File: config.mk
export PLATFORM = sky130hd
export DESIGN_NAME = nmea_rx_ctrl_flat
export DESIGN_NICKNAME = d
export VERILOG_FILES = /design/src/rtl/nmea_rx_ctrl_if.sv /design/src/rtl/nmea_rx_ctrl.sv /design/src/flat_wrapper.sv
export SDC_FILE = /design/constraint.sdc
export NUM_CORES = 1
export LEC_CHECK = 0
export CAP_MARGIN = 20
export CORE_AREA = 2 2 159 161
export DETAILED_ROUTE_END_ITERATION = 6
export DIE_AREA = 0 0 161 163
export PLACE_DENSITY = 0.8
export SLEW_MARGIN = 30
export SYNTH_ARGS = -nofsm -noshare
export SYNTH_HDL_FRONTEND = slang
export SYNTH_SLANG_ARGS = --single-unit
File: constraint.sdc
create_clock -name i_clk -period 3.2 [get_ports i_clk]
set_input_delay 0.48 -clock i_clk [delete_from_list [all_inputs] [get_ports i_clk]]
set_output_delay 0.48 -clock i_clk [all_outputs]
set_load 0.02 [all_outputs]
File: src/rtl/nmea_rx_ctrl_if.sv
// Signal bundle between nmea_rx_ctrl and its neighbours (char decoder, sentence receiver, result consumer).
// The i_si_filter signal exists only when NMEA_SI_FILTER_EN is defined.
interface nmea_rx_ctrl_if;
  logic [7:0]  i_char;
  logic        i_char_valid;
  logic [7:0]  o_rx_char;
  logic        o_rx_valid;
  logic        o_rx_abort;
  logic        i_done;
  logic        i_check_ok;
  logic [15:0] i_ti;
  logic [23:0] i_si;
  logic [7:0]  i_fieldcnt;
  logic        o_valid;
  logic        i_ready;
  logic [15:0] o_ti;
  logic [23:0] o_si;
  logic [7:0]  o_fieldcnt;
  logic [15:0] o_good_cnt;
  logic [15:0] o_bad_cnt;
  logic [15:0] o_drop_cnt;
`ifdef NMEA_SI_FILTER_EN
  logic [23:0] i_si_filter;
`endif

  // Controller side.
  modport slave (
    input  i_char, i_char_valid, i_done, i_check_ok, i_ti, i_si, i_fieldcnt, i_ready,
    output o_rx_char, o_rx_valid, o_rx_abort, o_valid, o_ti, o_si, o_fieldcnt,
    output o_good_cnt, o_bad_cnt, o_drop_cnt
`ifdef NMEA_SI_FILTER_EN
    , input i_si_filter
`endif
  );

  // Environment side.
  modport master (
    output i_char, i_char_valid, i_done, i_check_ok, i_ti, i_si, i_fieldcnt, i_ready,
    input  o_rx_char, o_rx_valid, o_rx_abort, o_valid, o_ti, o_si, o_fieldcnt,
    input  o_good_cnt, o_bad_cnt, o_drop_cnt
`ifdef NMEA_SI_FILTER_EN
    , output i_si_filter
`endif
  );
endinterface

File: src/rtl/nmea_rx_ctrl.sv
// NMEA receive sequencer: frames sentences on '$'/LF, aborts stalls and oversize, queues results.
// Define NMEA_SI_FILTER_EN to only accept sentences whose identifier matches i_si_filter (0 = any).
module nmea_rx_ctrl #(
  parameter int CHAR_TIMEOUT = 100000,
  parameter int RES_TIMEOUT  = 64,
  parameter int MAX_LEN      = 82,
  parameter int FIFO_DEPTH   = 4
) (
  input  logic          i_clk,
  input  logic          i_rst,
  nmea_rx_ctrl_if.slave bus
);
  localparam logic [7:0] DOLLAR = 8'h24;
  localparam logic [7:0] LF     = 8'h0A;
  localparam int TMAX = (CHAR_TIMEOUT > RES_TIMEOUT) ? CHAR_TIMEOUT : RES_TIMEOUT;
  localparam int TW   = $clog2(TMAX + 1);
  localparam int LW   = $clog2(MAX_LEN + 1);
  localparam int AW   = $clog2(FIFO_DEPTH);
  localparam int PW   = AW + 1;

  typedef enum logic [1:0] {HUNT, FRAME, WAIT} state_t;

  typedef struct packed {
    logic [15:0] ti;
    logic [23:0] si;
    logic [7:0]  fc;
  } entry_t;

  state_t          state, state_nxt;
  logic [TW-1:0]   tmr;
  logic [TW-1:0]   tmr_nx;
  logic [LW-1:0]   len;
  logic            fwd, abort, tmr_clr, tmr_inc, len_ld, len_inc, take;
  logic [7:0]      rx_char;
  logic            rx_valid, rx_abort;
  logic [15:0]     good_cnt, bad_cnt, drop_cnt;
  entry_t          mem [FIFO_DEPTH];
  logic [PW-1:0]   wp, rp;
  logic            empty, full, pop, push, pass, ok_pass, bad_evt, drop_evt;
  entry_t          head;

  assign tmr_nx = tmr + TW'(1);

  always_ff @(posedge i_clk) begin
    if (i_rst) state <= HUNT;
    else       state <= state_nxt;
  end

  always_comb begin
    state_nxt = state;
    fwd       = 1'b0;
    abort     = 1'b0;
    tmr_clr   = 1'b0;
    tmr_inc   = 1'b0;
    len_ld    = 1'b0;
    len_inc   = 1'b0;
    take      = 1'b0;
    case (state)
      HUNT: begin
        if (bus.i_char_valid && bus.i_char == DOLLAR) begin
          fwd       = 1'b1;
          len_ld    = 1'b1;
          tmr_clr   = 1'b1;
          state_nxt = FRAME;
        end
      end
      FRAME: begin
        // Idle timer only advances on silent cycles, so a character always beats the timeout.
        if (!bus.i_char_valid) begin
          if (tmr_nx >= TW'(CHAR_TIMEOUT)) abort = 1'b1;
          else                             tmr_inc = 1'b1;
        end else if (bus.i_char == DOLLAR) begin
          abort = 1'b1;
        end else if (len >= LW'(MAX_LEN)) begin
          abort = 1'b1;
        end else begin
          fwd     = 1'b1;
          len_inc = 1'b1;
          tmr_clr = 1'b1;
          if (bus.i_char == LF) state_nxt = WAIT;
        end
      end
      WAIT: begin
        if (bus.i_done) begin
          take      = 1'b1;
          state_nxt = HUNT;
        end else if (tmr_nx >= TW'(RES_TIMEOUT)) begin
          abort = 1'b1;
        end else begin
          tmr_inc = 1'b1;
        end
      end
      default: state_nxt = HUNT;
    endcase
    if (abort) state_nxt = HUNT;
  end

`ifdef NMEA_SI_FILTER_EN
  assign pass = (bus.i_si_filter == 24'd0) || (bus.i_si == bus.i_si_filter);
`else
  assign pass = 1'b1;
`endif

  assign empty    = (wp == rp);
  assign full     = (wp[AW] != rp[AW]) && (wp[AW-1:0] == rp[AW-1:0]);
  assign pop      = !empty && bus.i_ready;
  assign ok_pass  = take && bus.i_check_ok && pass;
  // A simultaneous pop frees the slot the push needs.
  assign push     = ok_pass && (!full || pop);
  assign drop_evt = ok_pass && full && !pop;
  assign bad_evt  = abort || (take && !bus.i_check_ok);

  always_ff @(posedge i_clk) begin
    if (i_rst) begin
      tmr      <= '0;
      len      <= '0;
      rx_char  <= 8'h00;
      rx_valid <= 1'b0;
      rx_abort <= 1'b0;
      good_cnt <= 16'h0;
      bad_cnt  <= 16'h0;
      drop_cnt <= 16'h0;
      wp       <= '0;
      rp       <= '0;
    end else begin
      rx_valid <= fwd;
      rx_abort <= abort;
      if (fwd) rx_char <= bus.i_char;
      if (tmr_clr)      tmr <= '0;
      else if (tmr_inc) tmr <= tmr_nx;
      if (len_ld)       len <= LW'(1);
      else if (len_inc) len <= len + LW'(1);
      if (push && good_cnt != 16'hFFFF)     good_cnt <= good_cnt + 16'd1;
      if (bad_evt && bad_cnt != 16'hFFFF)   bad_cnt  <= bad_cnt + 16'd1;
      if (drop_evt && drop_cnt != 16'hFFFF) drop_cnt <= drop_cnt + 16'd1;
      if (push) wp <= wp + PW'(1);
      if (pop)  rp <= rp + PW'(1);
    end
  end

  always_ff @(posedge i_clk) begin
    if (push) mem[wp[AW-1:0]] <= '{ti: bus.i_ti, si: bus.i_si, fc: bus.i_fieldcnt};
  end

  // Head is masked while empty so stale entries never leak onto the outputs.
  assign head = empty ? entry_t'('0) : mem[rp[AW-1:0]];

  assign bus.o_rx_char  = rx_char;
  assign bus.o_rx_valid = rx_valid;
  assign bus.o_rx_abort = rx_abort;
  assign bus.o_valid    = !empty;
  assign bus.o_ti       = head.ti;
  assign bus.o_si       = head.si;
  assign bus.o_fieldcnt = head.fc;
  assign bus.o_good_cnt = good_cnt;
  assign bus.o_bad_cnt  = bad_cnt;
  assign bus.o_drop_cnt = drop_cnt;
endmodule

File: src/flat_wrapper.sv
// flat-port wrapper written by rule: the top's interface ports become plain ports
module nmea_rx_ctrl_flat 
#(
  parameter int CHAR_TIMEOUT = 100000,
  parameter int RES_TIMEOUT  = 64,
  parameter int MAX_LEN      = 82,
  parameter int FIFO_DEPTH   = 4
)
  (i_clk, i_rst, bus_i_char, bus_i_char_valid, bus_i_done, bus_i_check_ok, bus_i_ti, bus_i_si, bus_i_fieldcnt, bus_i_ready, bus_o_rx_char, bus_o_rx_valid, bus_o_rx_abort, bus_o_valid, bus_o_ti, bus_o_si, bus_o_fieldcnt, bus_o_good_cnt, bus_o_bad_cnt, bus_o_drop_cnt);
  nmea_rx_ctrl_if bus_i ();
  input  logic i_clk;
  input  logic i_rst;
  input wire logic [$bits(bus_i.i_char)-1:0] bus_i_char;
  input wire logic [$bits(bus_i.i_char_valid)-1:0] bus_i_char_valid;
  input wire logic [$bits(bus_i.i_done)-1:0] bus_i_done;
  input wire logic [$bits(bus_i.i_check_ok)-1:0] bus_i_check_ok;
  input wire logic [$bits(bus_i.i_ti)-1:0] bus_i_ti;
  input wire logic [$bits(bus_i.i_si)-1:0] bus_i_si;
  input wire logic [$bits(bus_i.i_fieldcnt)-1:0] bus_i_fieldcnt;
  input wire logic [$bits(bus_i.i_ready)-1:0] bus_i_ready;
  output wire logic [$bits(bus_i.o_rx_char)-1:0] bus_o_rx_char;
  output wire logic [$bits(bus_i.o_rx_valid)-1:0] bus_o_rx_valid;
  output wire logic [$bits(bus_i.o_rx_abort)-1:0] bus_o_rx_abort;
  output wire logic [$bits(bus_i.o_valid)-1:0] bus_o_valid;
  output wire logic [$bits(bus_i.o_ti)-1:0] bus_o_ti;
  output wire logic [$bits(bus_i.o_si)-1:0] bus_o_si;
  output wire logic [$bits(bus_i.o_fieldcnt)-1:0] bus_o_fieldcnt;
  output wire logic [$bits(bus_i.o_good_cnt)-1:0] bus_o_good_cnt;
  output wire logic [$bits(bus_i.o_bad_cnt)-1:0] bus_o_bad_cnt;
  output wire logic [$bits(bus_i.o_drop_cnt)-1:0] bus_o_drop_cnt;
  assign bus_i.i_char = bus_i_char;
  assign bus_i.i_char_valid = bus_i_char_valid;
  assign bus_i.i_done = bus_i_done;
  assign bus_i.i_check_ok = bus_i_check_ok;
  assign bus_i.i_ti = bus_i_ti;
  assign bus_i.i_si = bus_i_si;
  assign bus_i.i_fieldcnt = bus_i_fieldcnt;
  assign bus_i.i_ready = bus_i_ready;
  assign bus_o_rx_char = bus_i.o_rx_char;
  assign bus_o_rx_valid = bus_i.o_rx_valid;
  assign bus_o_rx_abort = bus_i.o_rx_abort;
  assign bus_o_valid = bus_i.o_valid;
  assign bus_o_ti = bus_i.o_ti;
  assign bus_o_si = bus_i.o_si;
  assign bus_o_fieldcnt = bus_i.o_fieldcnt;
  assign bus_o_good_cnt = bus_i.o_good_cnt;
  assign bus_o_bad_cnt = bus_i.o_bad_cnt;
  assign bus_o_drop_cnt = bus_i.o_drop_cnt;
  nmea_rx_ctrl #(.CHAR_TIMEOUT(CHAR_TIMEOUT), .RES_TIMEOUT(RES_TIMEOUT), .MAX_LEN(MAX_LEN), .FIFO_DEPTH(FIFO_DEPTH)) u_core (.i_clk(i_clk), .i_rst(i_rst), .bus(bus_i));
endmodule
==> run metrics <==
status finished, final reports clean; starting DRC count in detailed routing 574; met2 wire len between 10 and 15 mm; Core ar. 0.0247 sq mm; WL per Instance about 18 microns; RSZ-0062 raised after global routing false; count leader, synth edfxtp_1; Max-Cap Viols 0; Mean Syn Cell Area around 14 sq um; Post-Syn Nets slightly above 900; die width about 160 microns; drt pass-1 iters 5; row cnt 58; worst vdd ir roughly 0.35 mV; met1 WL about 11 mm; worst slew pin tran around 0.77 ns; Skew-Pair Late Insertion Delay roughly 0.54 ns; Int Pwr approximately 6 mW; leakage power around 5.0 nW; via count roughly 7600; CP Launch Type primary input; DP Worst Slack -0.158 ns; clock skew 0.0112 ns; layout cells sized above 1 roughly 15%; Die ar. about 0.026 sq mm; gp weighted congestion around 0.85; root buf cell clkbuf_16; Relative slew margins about 49%; Clock transition at path regs about 0.06 ns; Yosys Warn Count 0; Slew Viols, Final 0; period utilization 93.5%; vias in the first global route between 7000 and 8000; number of synthesized flops with an enable pin roughly 190; Post-Route Setup TNS 0 ns; synthesized instance count 859; fraction of synthesis flops using an asynchronous set or reset pin 0%; Power Density approximately 500 mW/mm^2; crit path DAT ~3.4 ns; post-synthesis register bit count around 280; Util after Layout between 60% and 70%; Setup WS post-layout approximately 0.21 ns; total grt overflow 0; Initial Util roughly 49%; Clock Tree Buf Depth 3; DR DRC count 0; top cell type's share of synthesized area 47.7%; WL met3 around 1.6 mm; NetSw roughly 1.4 mW; Yosys top cell by area edfxtp_1; # setup viols final 0; Cells after DPL approximately 1300; largest net degree at the start of global routing 70; Fin. Hold Viols 0; Final Instance Area 0.0153 sq mm; gr usage total 18.6%; CTS buffer count 29; DP Wirelength 15.5 mm; Non-Filler Instances 1399; first-pass GRT wire length between 30 and 40 mm; Die H ~160 microns; top cells by area, synth edfxtp_1, dfxtp_1, mux4_2; Hold Crit Class in2reg; CTS Hold Buffers Added 0; most frequent cells after synthesis edfxtp_1, dfxtp_1, nor2_1; Reg power frac between 50% and 60%; initial antenna violation count 1; drt total wl between 20 and 25 mm; post-synth cell types a little over 70; clock share of power between 40% and 50%; Routed Antenna Nets 0; number of diodes 0; Clock Sinks roughly 280; io pins between 150 and 200; top_reg_cell synth edfxtp_1; CP max FO 7; CP required between 3 and 4 ns; switch share between 10% and 20%; CTS tree yes; Achievable Freq ~330 MHz; CP Class in2reg; sequential share of the synthesized area 62.9%; combinational power share 1.9%; crit end category register; Area Overhead vs Synth 26.3%; nets@finish between 1000 and 1500; Area after DPL ~0.014 sq mm; Tmin final about 3 ns; port bufs 168; H-tree Lvls 1; DR vias/cell 5.47; uppermost layer routed met5; Mapped Area roughly 0.012 sq mm
placed cells by master (no fill, tap or decap), types with 10 or more instances in the layout:
cell type | synthesis | final
nand4_1 | 20 | 20
nor2_1 | 82 | 82
and2_1 | 57 | 53
o21ai_0 | 14 | 14
edfxtp_1 | 192 | 192
dfxtp_1 | 92 | 90
ha_1 | 14 | 14
xor2_1 | 27 | 27
and3_1 | 12 | 12
xnor2_1 | 29 | 29
clkbuf_16 | 0 | 29
buf_4 | 2 | 22
nor2b_1 | 11 | 11
or3_1 | 10 | 10
nand2_1 | 40 | 40
mux4_2 | 48 | 48
a21oi_1 | 26 | 26
clkdlybuf4s50_1 | 0 | 167
nand3_1 | 33 | 33
flip-flops by register name, indices dropped and copies added, names as in the netlist, named ones only:
register and flops:
u_core.bus.o_drop_cnt 16, u_core.bus.o_rx_abort 1, u_core.mem 192, u_core.tmr 17
u_core.bus.o_rx_char 8, u_core.len 7, u_core.bus.o_good_cnt 16, u_core.state 2
u_core.bus.o_bad_cnt 16, u_core.rp 3, u_core.bus.o_rx_valid 1, u_core.wp 3
worst max-delay path: stages:
cell             delay, ns
clkdlybuf4s50_1       0.42
nor4_1                0.48
buf_4                 0.20
and2_1                0.13
nor2_1                0.08
o32ai_1               0.68
a211oi_4              0.13
buf_4                 0.20
nor4b_4               0.29
mux2_4                0.32
routing by layer:
layer	vias up	track usage [%]
met4	2	4.14
met2	265	31.5
met5	-	0
met1	3740	25.5
li1	3607	-
met3	33	2.93
final timing paths:
path,from,to,slack [ns],cells after the start
worst max-delay path,bus_i_char[0],u_core.bus.o_bad_cnt[13],0.21,10
worst min-delay path,i_rst,u_core.len[2],0.44,3
worst max register to register,u_core.tmr[0],u_core.bus.o_bad_cnt[13],0.23,11
worst min register to register,u_core.bus.o_rx_char[5],u_core.bus.o_rx_char[5],0.48,1
final cells by class:
cell class	instances	area (sq um)
clock inverters	15	179
fillers	1832	9410
flip-flops and latches	284	7610
inverters	9	33.8
repair buffers	199	2010
well taps	330	413
clock buffers	39	773
multi-input cells	523	4240
kinds of logic after synthesis:
| kind of cell | share of synthesized area [%] |
|---|---|
| buffers and inverters | 2.15 |
| AOI/OAI and AO/OA | 5.17 |
| muxes | 10.2 |
| DFF | 62.9 |
| adders and majority gates | 1.45 |
| and+or+nand+nor | 14.1 |
| xor gates and xnor gates | 4.06 |
repair_timing:
item,4_1_cts,5_1_grt
endpoints found under the setup margin,0,32
resized for setup,0,1
setup buffers,0,8
metrics by stage:
step | hold WS [ns] | power (mW)
after floorplan | 0.430 | 4.02
after global placement | 0.456 | 4.12
after detailed placement | 0.463 | 4.13
after CTS | 0.421 | 7.48
after global routing | 0.486 | 7.64
final | 0.437 | 7.41
power by group through the flow:
stage | sequential, mW | combinational, mW | clock, mW
2_1_floorplan | 3.99 | 0.0243 | 0
3_3_place_gp | 3.99 | 0.136 | 0
3_5_place_dp | 3.99 | 0.142 | 0
4_1_cts | 3.91 | 0.143 | 3.42
5_1_grt | 3.91 | 0.153 | 3.58
6_report | 3.91 | 0.142 | 3.36
(Power assumes the default switching activity.)
